<file path="src/rtl/vend_pkg.sv">
// Shared types and constants for the vending transaction controller.
package vend_pkg;

  localparam int unsigned MONEY_W = 4;

  localparam logic [MONEY_W-1:0] COIN_1    = MONEY_W'(1);
  localparam logic [MONEY_W-1:0] COIN_2    = MONEY_W'(2);
  localparam logic [MONEY_W-1:0] COIN_5    = MONEY_W'(5);
  localparam logic [MONEY_W-1:0] MONEY_MAX = MONEY_W'(15);

  typedef enum logic [1:0] {
    StIdle,
    StCredit,
    StVend,
    StChange
  } state_e;

  function automatic logic coin_is_legal(input logic [MONEY_W-1:0] value);
    return (value == COIN_1) || (value == COIN_2) || (value == COIN_5);
  endfunction

endpackage

</file>
<file path="src/rtl/change_dispenser.sv">
// Load/decrement counter paying out change one unit per cycle.
module change_dispenser #(
  parameter int unsigned W = 4
) (
  input  logic         clk_i,
  input  logic         rst_i,
  input  logic         load_i,
  input  logic [W-1:0] load_val_i,
  output logic [W-1:0] cnt_o,
  output logic         pulse_o,
  output logic         done_o
);

  logic [W-1:0] cnt_q, cnt_d;
  logic         pulse_q, pulse_d;

  always_comb begin
    cnt_d = cnt_q;
    if (load_i) begin
      cnt_d = load_val_i;
    end else if (cnt_q != '0) begin
      cnt_d = cnt_q - W'(1);
    end
    // Pulse is high on exactly the cycles the visible count is nonzero.
    pulse_d = (cnt_d != '0);
  end

  always_ff @(posedge clk_i) begin
    if (rst_i) begin
      cnt_q   <= '0;
      pulse_q <= 1'b0;
    end else begin
      cnt_q   <= cnt_d;
      pulse_q <= pulse_d;
    end
  end

  assign cnt_o   = cnt_q;
  assign pulse_o = pulse_q;
  assign done_o  = (cnt_q <= W'(1));

endmodule

</file>
<file path="src/rtl/vend_transaction.sv">
// Customer-side vending transaction controller: coins, credit, vend, change, bank.
module vend_transaction #(
  parameter int unsigned PRICE_A = 3,
  parameter int unsigned PRICE_B = 5,
  parameter int unsigned MONEY_W = vend_pkg::MONEY_W
) (
  input  logic               clk,
  input  logic               rst,
  input  logic               coin_valid,
  input  logic [MONEY_W-1:0] coin_value,
  input  logic               sel,
  input  logic               buy,
  input  logic               cancel,
  input  logic               withdraw,
  output logic [MONEY_W-1:0] credit,
  output logic [MONEY_W-1:0] machine_money,
  output logic               dispense,
  output logic               product_out,
  output logic               change_pulse,
  output logic               coin_reject,
  output logic               red_light
);
  import vend_pkg::*;

  localparam logic [MONEY_W:0] MaxSum = (MONEY_W + 1)'(MONEY_MAX);

  state_e             state_q, state_d;
  logic [MONEY_W-1:0] credit_q, credit_d;
  logic [MONEY_W-1:0] bank_q, bank_d;
  logic               dispense_q, dispense_d;
  logic               product_q, product_d;
  logic               reject_q, reject_d;
  logic               red_q, red_d;

  logic               disp_load, disp_done;
  logic [MONEY_W-1:0] disp_cnt;
  logic [MONEY_W-1:0] price;
  logic [MONEY_W:0]   coin_sum, bank_sum;
  logic               coin_ok;

  assign price    = sel ? MONEY_W'(PRICE_B) : MONEY_W'(PRICE_A);
  assign coin_sum = {1'b0, credit_q} + {1'b0, coin_value};
  assign bank_sum = {1'b0, bank_q} + {1'b0, price};
  assign coin_ok  = coin_is_legal(coin_value) && (coin_sum <= MaxSum);

  always_comb begin
    state_d    = state_q;
    credit_d   = credit_q;
    bank_d     = bank_q;
    dispense_d = 1'b0;
    product_d  = 1'b0;
    reject_d   = 1'b0;
    red_d      = 1'b0;
    disp_load  = 1'b0;

    unique case (state_q)
      StIdle: begin
        if (coin_valid) begin
          if (coin_ok) begin
            credit_d = coin_sum[MONEY_W-1:0];
            state_d  = StCredit;
          end else begin
            reject_d = 1'b1;
          end
        end
        if (buy) red_d = 1'b1;
        if (withdraw) begin
          if (bank_q != '0) bank_d = '0;
          else              red_d  = 1'b1;
        end
      end
      StCredit: begin
        if (cancel) begin
          state_d   = StChange;
          disp_load = 1'b1;
          credit_d  = '0;
          reject_d  = coin_valid;
        end else if (buy) begin
          reject_d = coin_valid;
          if ((credit_q >= price) && (bank_sum <= MaxSum)) begin
            state_d    = StVend;
            credit_d   = credit_q - price;
            bank_d     = bank_sum[MONEY_W-1:0];
            dispense_d = 1'b1;
            product_d  = sel;
          end else begin
            red_d = 1'b1;
          end
        end else if (coin_valid) begin
          if (coin_ok) credit_d = coin_sum[MONEY_W-1:0];
          else         reject_d = 1'b1;
        end
      end
      StVend: begin
        reject_d = coin_valid;
        // Remaining credit moves into the dispenser, which then owns the count.
        if (credit_q != '0) begin
          state_d   = StChange;
          disp_load = 1'b1;
          credit_d  = '0;
        end else begin
          state_d = StIdle;
        end
      end
      StChange: begin
        reject_d = coin_valid;
        if (disp_done) state_d = StIdle;
      end
      default: state_d = StIdle;
    endcase
  end

  always_ff @(posedge clk) begin
    if (rst) begin
      state_q    <= StIdle;
      credit_q   <= '0;
      bank_q     <= '0;
      dispense_q <= 1'b0;
      product_q  <= 1'b0;
      reject_q   <= 1'b0;
      red_q      <= 1'b0;
    end else begin
      state_q    <= state_d;
      credit_q   <= credit_d;
      bank_q     <= bank_d;
      dispense_q <= dispense_d;
      product_q  <= product_d;
      reject_q   <= reject_d;
      red_q      <= red_d;
    end
  end

  change_dispenser #(
    .W(MONEY_W)
  ) u_change (
    .clk_i     (clk),
    .rst_i     (rst),
    .load_i    (disp_load),
    .load_val_i(credit_q),
    .cnt_o     (disp_cnt),
    .pulse_o   (change_pulse),
    .done_o    (disp_done)
  );

  assign credit        = (state_q == StChange) ? disp_cnt : credit_q;
  assign machine_money = bank_q;
  assign dispense      = dispense_q;
  assign product_out   = product_q;
  assign coin_reject   = reject_q;
  assign red_light     = red_q;

endmodule
</file>
<file path="config.mk">
export PLATFORM = sky130hd
export DESIGN_NAME = vend_transaction
export DESIGN_NICKNAME = d
export VERILOG_FILES = /design/src/rtl/vend_pkg.sv /design/src/rtl/change_dispenser.sv /design/src/rtl/vend_transaction.sv
export SDC_FILE = /design/constraint.sdc
export NUM_CORES = 1
export LEC_CHECK = 0
export CAP_MARGIN = 10
export CORE_AREA = 3 3 61 63
export CTS_BUF_LIST = sky130_fd_sc_hd__clkbuf_4 sky130_fd_sc_hd__clkbuf_8
export DETAILED_ROUTE_END_ITERATION = 10
export DIE_AREA = 0 0 64 66
export GPL_ROUTABILITY_DRIVEN = 0
export PLACE_DENSITY_LB_ADDON = 0.12
export SLEW_MARGIN = 40
export SYNTH_ARGS = -nofsm -noshare
export SYNTH_HDL_FRONTEND = slang
export SYNTH_SLANG_ARGS = --single-unit
</file>
<file path="constraint.sdc">
create_clock -name clk -period 2.5 [get_ports clk]
set_clock_uncertainty 0.05 [all_clocks]
set_input_delay 0.375 -clock clk [delete_from_list [all_inputs] [get_ports clk]]
set_output_delay 0.375 -clock clk [all_outputs]
set_load 0.02 [all_outputs]
</file>
==> impl_metrics.json, run 1 <==
{
  "status": "completed",
  "max_freq_ghz": 0.416,
  "path_class": "primary input to flip-flop",
  "die_h_microns": 66,
  "tritoncts": "built",
  "critPathCaptureType": "flip-flop",
  "hold_violations": 0,
  "clk-insertion-delay-late_ns": 0.31,
  "wl_per_cell_microns": 14.9,
  "slowest_delay_ns": 0.30,
  "drt_iter0_drc": 97,
  "start_kind": "primary input",
  "slowest_stage": "ha_1",
  "dpl_cell_area_sq_um": 2060,
  "ir_drop_mv": 0.372,
  "multi_input_area_sq_um": 1260,
  "die_x_microns": 64,
  "yosys_most_used_dff": "dfxtp_1",
  "drive_above_1_share_pct": 22.4,
  "syn_inst": 195,
  "antenna_found_initial": 0,
  "num_io_pins": 24,
  "dieArea_sq_um": 4220,
  "drt_wl_total_mm": 4.33,
  "slew_headroom_pct": 57.7,
  "synth_nets": 227,
  "post_drt_via_cell_ratio": 5.57,
  "clockBufferDepth": 2,
  "fin_crit_ns": 2.40,
  "p_leak_nw": 0.936,
  "grt_pass1_vias": 1676,
  "track_usage_pct": 22.7,
  "port_buffers": 23,
  "htreeDepth": 1,
  "setup_viol": 0,
  "min_path_type": "flip-flop to flip-flop",
  "crit_chain": "dlygate4sd2_1 > buf_4 > ha_1 > ha_2 > nand2b_4 > a211oi_4 > buf_6 > a311oi_4 > buf_6 > o31ai_4 > buf_4 > o31ai_1",
  "synth_area_sq_um": 1620,
  "drv_cap": 0,
  "worst_slew_pin_slew_ns": 0.634,
  "clkTransAtPathRegs_ns": 0.13,
  "fin_crit_sh_pct": 96.2,
  "rows": 21,
  "dr.pass1.iters": 4,
  "drc": 0,
  "grt_max_degree": 15,
  "dr_total_vias": 1620,
  "cts_buffers": 3,
  "num_antenna_cells": 0,
  "power_mw": 1.73,
  "grt_pass1_wl_mm": 7.56,
  "nNetsFinal": 278,
  "final-seq-area_sq_um": 383,
  "fillers": 275,
  "final_max_slew_viol_count": 0,
  "ys_ff_latch": 19,
  "syn_to_final_growth_pct": 37.3,
  "core-area_sq_um": 3280,
  "power_density_nw_per_um2": 775,
  "hpwl_mm": 3.31,
  "async_reset_ff_share_pct": 0,
  "synth_edf_count": 0,
  "ant_nets": 0,
  "critPathTopFamily": "buffers and inverters",
  "grt-ovfl-total": 0,
  "critPathMaxFanout": 7,
  "final_util_pct": 67.9,
  "synth_area_per_cell_sq_um": 8.33,
  "synth_warnings": 0,
  "synth-seq-area-share_pct": 23.4,
  "yosysUniqueCellTypes": 50,
  "start_util_pct": 49.4,
  "fin_area_sq_um": 2230,
  "required_ns": 2.63,
  "clock-sinks": 19,
  "clock-root-buffer": "clkbuf_4",
  "crit_arrival_ns": 2.53,
  "path_buf_inv": 5
}
==> layout make-up <==
class                   instances  area share [%]
well taps                      46            2.58
repair buffers                 51            20.0
multi-input cells             156            56.5
inverters                      15            2.53
clock inverters                 1           0.224
flip-flops and latches         19            17.2
clock buffers                   3            1.01
==> cell usage after synthesis (2+ instances only) <==
| cell type | count | share of area, % |
|---|---|---|
| xor2_1 | 2 | 1.1 |
| nor3_1 | 5 | 1.5 |
| nand3_1 | 6 | 1.8 |
| a21oi_1 | 14 | 4.3 |
| o31ai_1 | 2 | 0.92 |
| inv_1 | 15 | 3.5 |
| a211oi_1 | 4 | 1.8 |
| nor3b_1 | 2 | 0.92 |
| a2bb2oi_1 | 2 | 1.1 |
| ha_1 | 18 | 14 |
| xnor2_1 | 5 | 2.7 |
| a311oi_1 | 2 | 1.1 |
| nand2b_1 | 5 | 1.9 |
| a221o_1 | 2 | 1.2 |
| mux2i_1 | 3 | 1.8 |
| a21o_1 | 3 | 1.4 |
| clkbuf_1 | 4 | 0.92 |
| dfxtp_1 | 19 | 23 |
| nand2_1 | 19 | 4.4 |
| o21ai_0 | 8 | 2.5 |
| fa_1 | 3 | 3.7 |
| nor4_1 | 4 | 1.5 |
| nor2_1 | 18 | 4.2 |
| mux2_2 | 2 | 1.4 |
| or3_1 | 3 | 1.2 |
==> power breakdown <==
group	switching, mW	internal, mW
logic	0.583	0.530
registers	0.0699	0.371
clock network	0.114	0.0598
total	0.767	0.961
==> metal layers <==
layer	wire [microns]	global-route usage (%)	share of wire [%]	vias to the layer above
li1	-	-	-	812
met1	1820	26.1	42	735
met2	2200	41.5	51	61
met3	216	3.06	5.0	12
met4	93	9.97	2.1	0
met5	0	0	0	-
==> cells in the final DEF (no fill, tap or decap), types with 5 or more instances in the layout <==
| cell | Yosys | layout |
|---|---|---|
| dfxtp_1 | 19 | 17 |
| ha_1 | 18 | 15 |
| a21oi_1 | 14 | 13 |
| nand2_1 | 19 | 18 |
| buf_4 | 0 | 26 |
| nor3_1 | 5 | 5 |
| nor2_1 | 18 | 18 |
| o21ai_0 | 8 | 8 |
| nand3_1 | 6 | 6 |
| inv_1 | 15 | 14 |
| clkdlybuf4s50_1 | 0 | 22 |
==> worst reg2reg max path: stages (launching register included) <==
cell	delay (ns)
dfxtp_1	0.43
fa_2	0.44
xnor2_2	0.28
nor2_1	0.14
a311oi_4	0.23
buf_6	0.17
o31ai_4	0.08
buf_4	0.16
o31ai_1	0.32
==> cells by family after synthesis <==
| group | share of synthesized area, % |
|---|---|
| DFF | 23.4 |
| xor gates and xnor gates | 3.78 |
| adders and majority gates | 17.6 |
| muxes | 3.24 |
| AOI/OAI and AO/OA | 26.5 |
| buffers and inverters | 4.62 |
| and+or+nand+nor | 20.9 |
==> what timing repair did <==
| item | in CTS | in global routing |
|---|---|---|
| gates resized for setup | 12 | 9 |
| hold buffers | 0 | 0 |
| endpoints found under the setup margin | 13 | 13 |
| pin swaps | 9 | 4 |
| buffers inserted | 5 | 1 |
==> worst paths after layout <==
check                                        end  cells after the start              from  slack [ns]
worst min-delay path            machine_money[2]                      2  machine_money[2]        0.53
worst max register to register       credit_q[0]                      8  machine_money[0]         0.1
worst max-delay path                 credit_q[0]                     12               sel         0.1
worst min register to register  machine_money[2]                      2  machine_money[2]        0.53
==> stage by stage <==
step | cells | hold slack (ns) | setup TNS (ns) | worst slack [ns]
6_report | 291 | 0.528 | 0 | 0.0952
5_1_grt | 291 | 0.570 | -0.0124 | -0.00976
4_1_cts | 290 | 0.533 | 0 | 0.0317
3_5_place_dp | 281 | 0.511 | -6.70 | -0.624
3_3_place_gp | 281 | 0.507 | -5.53 | -0.514
2_1_floorplan | 195 | 0.447 | 0 | 0.0618
==> registers in the layout, summed over array words and instances, names as in the netlist <==
name,count
credit_q,4
u_change.cnt_o,4
dispense,1
u_change.pulse_o,1
machine_money,4
red_light,1
product_out,1
state_q,2
coin_reject,1
Power figures use the tool's default switching activity.
==> inputs of run 2 (changes only) <==
CAP_MARGIN = 20   (was 10)
==> results of run 2 <==
Same layout as run 1: the final DEF is identical, and so are final timing and power.
==> RTL edit 1, RTL diff (settings of run 2) <==
Re-encode `state_e` (4 states) as Gray code, 2 bits wide.
--- a/src/rtl/vend_pkg.sv
+++ b/src/rtl/vend_pkg.sv
@@ -9,10 +9,10 @@
   localparam logic [MONEY_W-1:0] MONEY_MAX = MONEY_W'(15);
 
   typedef enum logic [1:0] {
-    StIdle,
-    StCredit,
-    StVend,
-    StChange
+    StIdle   = 2'b00,
+    StCredit = 2'b01,
+    StVend   = 2'b11,
+    StChange = 2'b10
   } state_e;
 
   function automatic logic coin_is_legal(input logic [MONEY_W-1:0] value);
Function: no difference found for any inputs over 10 cycles, from zero or initial values and one cycle with rst high; not proved beyond that.
==> RTL edit 1 against run 2 <==
  * Setup slack worse by 0.077 ns
  * Routed wire length down 6.0%
  * Synthesized area is 7.7% lower
  * Sequential cell count is the same
  * Design area shrank 5.9%
  * Core utilization is 4.0 points lower
  * Critical path type is now reg -> reg
  * Critical endpoint is now credit_q[1]
Power is not compared: it rests on default switching activity, and its combinational part moved more than twofold at a synthesized area within 25%.
==> RTL edit 1: results <==
metrics = {
    "run_status": {
        "outcome": "finished clean",
    },
    "placed_design": {
        "hpwl_mm": 3.31,
        "dp.cells": 281,
        "postPlaceCellArea_sq_um": 2010,
        "dpl_worst_slack_ns": -0.635,
    },
    "grt": {
        "grt_antenna_before_repair": 0,
        "grt_max_degree": 14,
        "grt_pass1_vias": 1562,
        "grt_pass1_wl_mm": 7.10,
        "grt.total_usage_pct": 21.1,
    },
    "power": {
        "p_leak_nw": 0.908,
    },
    "critical_path": {
        "cp-startpoint": "machine_money[0]",
        "reg2reg_depth": 7,
        "rrSetupSlack_ns": 0.02,
        "path_class": "reg -> reg",
        "worst_r2r_endpoint": "credit_q[1]",
        "crit_fanout": 3,
        "worstPathArrival_ns": 2.64,
    },
    "routing": {
        "drt_iter0_drc": 44,
        "drt-vias-per-instance": 5.34,
        "wl_per_cell_um": 14.3,
        "dr.pass1.iters": 4,
    },
    "cts": {
        "clock-sinks": 19,
        "clockBufferDepth": 2,
        "htree_levels": 1,
        "postCtsSetupRepairBufs": 0,
        "clk_latency_ns": 0.30,
    },
    "min_path": {
        "hold_class": "in -> reg",
        "hold_depth": 4,
        "min_from": "sel",
        "min_to": "product_out",
    },
    "cells_and_area": {
        "n_all_inverters": 11,
        "n_all_buffers": 56,
        "clock_buffers": 3,
        "buf_share_pct": 22.6,
        "layout-drive-gt1-share_pct": 26.4,
        "fin_nets": 267,
        "layout.cells.non_filler": 285,
        "num-multi-input-gates": 149,
        "multi_input_area_share_pct": 53.1,
        "nFillCells": 294,
        "clock_area_share_pct": 1.31,
    },
    "synth": {
        "synth_async_sr_flop_share_pct": 0,
        "synth.net_count": 210,
        "seq_area_frac_synth_pct": 25.4,
        "yosys-top-cells-count": "20 x nand2_1, 20 x nor2_1, 19 x dfxtp_1, 13 x a21oi_1, 13 x ha_1",
        "ys.flop_type": "dfxtp_1",
        "yosysUniqueCellTypes": 40,
        "synthCells": 183,
        "synthTopCellsByArea": "dfxtp_1 25%, ha_1 11%, nand2_1 5.0%",
    },
    "timing": {
        "relSlewSlack_pct": 69.0,
        "hold_ws_ns": 0.401,
        "fin_crit_sh_pct": 99.3,
    },
    "floorplanning": {
        "core_area_sq_um": 3280,
    },
}
==> RTL edit 1: cell types whose count changed after synthesis, sizes merged, moves of 3 or more <==
| cell | run 2 | this run |
|---|---|---|
| o21a | 1 | 4 |
| nor4 | 4 | 1 |
| ha | 18 | 13 |
| mux2 | 2 | 5 |
| mux2i | 3 | 7 |
| nand2b | 5 | 1 |
| inv | 15 | 11 |
==> RTL edit 1: layer usage <==
metal / part of all wire (%) / track usage, % / vias to the layer above
li1: - / - / 771
met4: 0.84 / 5.93 / 0
met2: 49 / 36.5 / 49
met5: 0 / 0 / -
met3: 6.4 / 3.40 / 4
met1: 44 / 27.0 / 698
==> RTL edit 1: logic make-up (layout without fill, tap and decap cells) <==
| logic type | after synthesis | after routing | synth area share [%] |
|---|---|---|---|
| compound gates | 48 | 48 | 22.3 |
| buf+inv | 15 | 71 | 4.26 |
| simple gates | 67 | 67 | 21.3 |
| flops | 19 | 19 | 25.4 |
| mux | 12 | 12 | 8.43 |
| xor+xnor | 6 | 6 | 3.51 |
| fa+ha+maj | 16 | 16 | 14.9 |
==> RTL edit 1: timing repair <==
item | in CTS | in global routing
cloned | 0 | 0
endpoints found under the setup margin | 14 | 10
pin swaps | 5 | 10
resized for setup | 11 | 10
==> RTL edit 1: worst max-delay path, cell delays in order (launching register included) <==
cell and delay [ns]:
dfxtp_2 0.35, fa_1 0.51, or2b_1 0.24, a2111o_1 0.39, a211oi_4 0.34, o21ai_2 0.12
and3_1 0.16, o221a_2 0.23
==> RTL edit 1: power breakdown <==
part	switching [mW]	internal, mW
logic	0.241	0.242
clock network	0.105	0.0596
registers	0.0442	0.347
total	0.390	0.649
==> RTL edit 2, RTL diff (config.mk and constraints of run 2) <==
Made on the original files. Change the package constant `MONEY_W` from 4 to 5.
--- a/src/rtl/vend_pkg.sv
+++ b/src/rtl/vend_pkg.sv
@@ -1,7 +1,7 @@
 // Shared types and constants for the vending transaction controller.
 package vend_pkg;
 
-  localparam int unsigned MONEY_W = 4;
+  localparam int unsigned MONEY_W = 5;
 
   localparam logic [MONEY_W-1:0] COIN_1    = MONEY_W'(1);
   localparam logic [MONEY_W-1:0] COIN_2    = MONEY_W'(2);
Interface: changed (resized coin_value, credit and machine_money); port bits go from 24 to 27. The function was not compared with the original's and may differ.
==> RTL edit 2 against run 2 <==
  * Highest routed layer unchanged
  * Power decreased by 3.8%
  * Largest power group unchanged
  * Sequential cell count increased by 3
  * Via count increased by 19%
  * Routed wire length increased by 17%
  * Synthesized area increased by 14%
  * Design area increased by 18%
  * The flow now finishes with violations (negative setup slack)
  * Setup slack got worse by 0.12 ns
  * Combinational power decreased by 17%
==> RTL edit 2: results <==
metrics = {
    "run_status": {
        "outcome": "finished, violations left",
        "violations": "negative setup slack",
    },
    "placed_design": {
        "dp.cells": 325,
        "hpwl_mm": 3.75,
        "port_buffers": 26,
        "dpl_worst_slack_ns": -0.486,
    },
    "grt": {
        "grt_max_degree": 14,
        "grt_pass1_wl_mm": 7.89,
        "grt_pass1_vias": 1762,
        "grt.total_usage_pct": 23.2,
    },
    "routing": {
        "drc": 0,
        "num_vias": 1920,
        "routed_wl_mm": 5.07,
        "dr.pass1.iters": 4,
        "drt_iter0_drc": 99,
        "drt-vias-per-instance": 5.75,
    },
    "critical_path": {
        "max_stage_delay_ns": 0.36,
        "cp_slowest_cell": "dfxtp_2",
        "crit_fanout": 3,
        "worstPathArrival_ns": 2.69,
        "critical-path-top-delay-family": "compound AO/OA/AOI/OAI gates",
    },
    "synth": {
        "yosys.area.top_type": "dfxtp_1",
        "synthTopCellsByArea": "dfxtp_1 24%, ha_1 12%, nand2_1 4.1%",
        "syn_area_per_cell_sq_um": 8.39,
        "yosysUniqueCellTypes": 57,
        "seq_area_frac_synth_pct": 23.9,
        "yosys-top-cells-count": "22 x dfxtp_1, 20 x nand2_1, 19 x nor2_1, 17 x ha_1, 13 x a21oi_1",
        "synth.net_count": 252,
    },
    "cells_and_area": {
        "layout-drive-gt1-share_pct": 26.4,
        "fin_nets": 321,
        "nFillCells": 222,
    },
    "cts": {
        "path_clk_slew_ns": 0.14,
        "clk_latency_ns": 0.31,
    },
    "timing": {
        "setup_ws_ns": -0.0286,
        "worst_pin_slew_ns": 0.668,
        "setup_violations": 1,
    },
    "min_path": {
        "hold_class": "in -> reg",
    },
    "power": {
        "ir_drop_mv": 0.449,
        "p_leak_nw": 1.18,
    },
}
## RTL edit 2: changes by cell type after synthesis, moves of 3 or more
| cell | change |
|---|---|
| mux2i_1 | +4 |
| nand2b_1 | -3 |
| o21ai_1 | +4 |
| and3_1 | +4 |
| dfxtp_1 | +3 |
| inv_1 | -4 |
| and2_1 | +4 |
| xnor2_1 | -3 |
| nor2b_1 | +3 |
| nand3_1 | -3 |
## RTL edit 2: path summary, 6_finish.rpt
check | start | end | slack, ns | cells after the start
min | sel | product_out | 0.46 | 4
max | credit_q[0] | credit_q[0] | -0.03 | 9
max reg2reg | credit_q[0] | credit_q[0] | -0.03 | 9
min reg2reg | machine_money[2] | machine_money[2] | 0.46 | 2
## RTL edit 2: cell type report
type	count	area (sq um)	share of cell area (%)
Clock buffer	3	22.5	0.857
Multi-Input combinational cell	180	1430	54.3
Sequential cell	22	442	16.8
Timing Repair Buffer	70	604	23.0
Tap cell	46	57.6	2.19
Inverter	12	45.0	1.71
Clock inverter	1	30.0	1.14
## RTL edit 2: cell families after synthesis
kind of cell / count (synthesis) / synth area share [%]
AOI/OAI and AO/OA: 67 / 28.3
and+or+nand+nor: 78 / 21.2
adders and majority gates: 20 / 14.8
DFF: 22 / 23.9
buffers and inverters: 18 / 3.73
muxes: 11 / 6.24
xor gates and xnor gates: 4 / 1.90
## RTL edit 2: through the flow
| stage | cell area (sq um) | TNS [ns] | hold slack (ns) |
|---|---|---|---|
| 6_report | 2630 | -0.0286 | 0.456 |
| 5_1_grt | 2630 | -0.199 | 0.483 |
| 4_1_cts | 2510 | -0.0183 | 0.461 |
| 3_5_place_dp | 2430 | -4.71 | 0.442 |
| 3_3_place_gp | 2430 | -4.29 | 0.446 |
| 2_1_floorplan | 1850 | 0 | 0.461 |
## RTL edit 2: where the power goes
group | internal (mW) | switching (mW)
Clock | 0.162 | 0.115
Combinational | 0.439 | 0.481
Sequential | 0.407 | 0.0581
## RTL edit 2: worst register-to-register path, stage by stage (launching register included)
cell	delay, ns
dfxtp_2	0.36
ha_4	0.16
fa_2	0.34
a211o_1	0.29
a21o_1	0.22
a221oi_4	0.34
buf_4	0.17
mux2i_1	0.22
nor3_1	0.08
a211oi_1	0.22
## RTL edit 2: routing by layer
| layer | GRT usage [%] | share of wire, % | vias to the layer above | routed length (um) |
|---|---|---|---|---|
| met4 | 6.47 | 0.61 | 0 | 31 |
| met3 | 4.42 | 6.3 | 6 | 318 |
| met2 | 38.2 | 49 | 61 | 2460 |
| li1 | - | - | 955 | - |
| met1 | 30.8 | 45 | 898 | 2260 |
| met5 | 0 | 0 | - | 0 |
## RTL edit 2: timing repair
action / in CTS / in global routing
buffers inserted: 0 / 5
endpoints found under the setup margin: 5 / 14
resized for setup: 7 / 18
pin swaps: 12 / 15
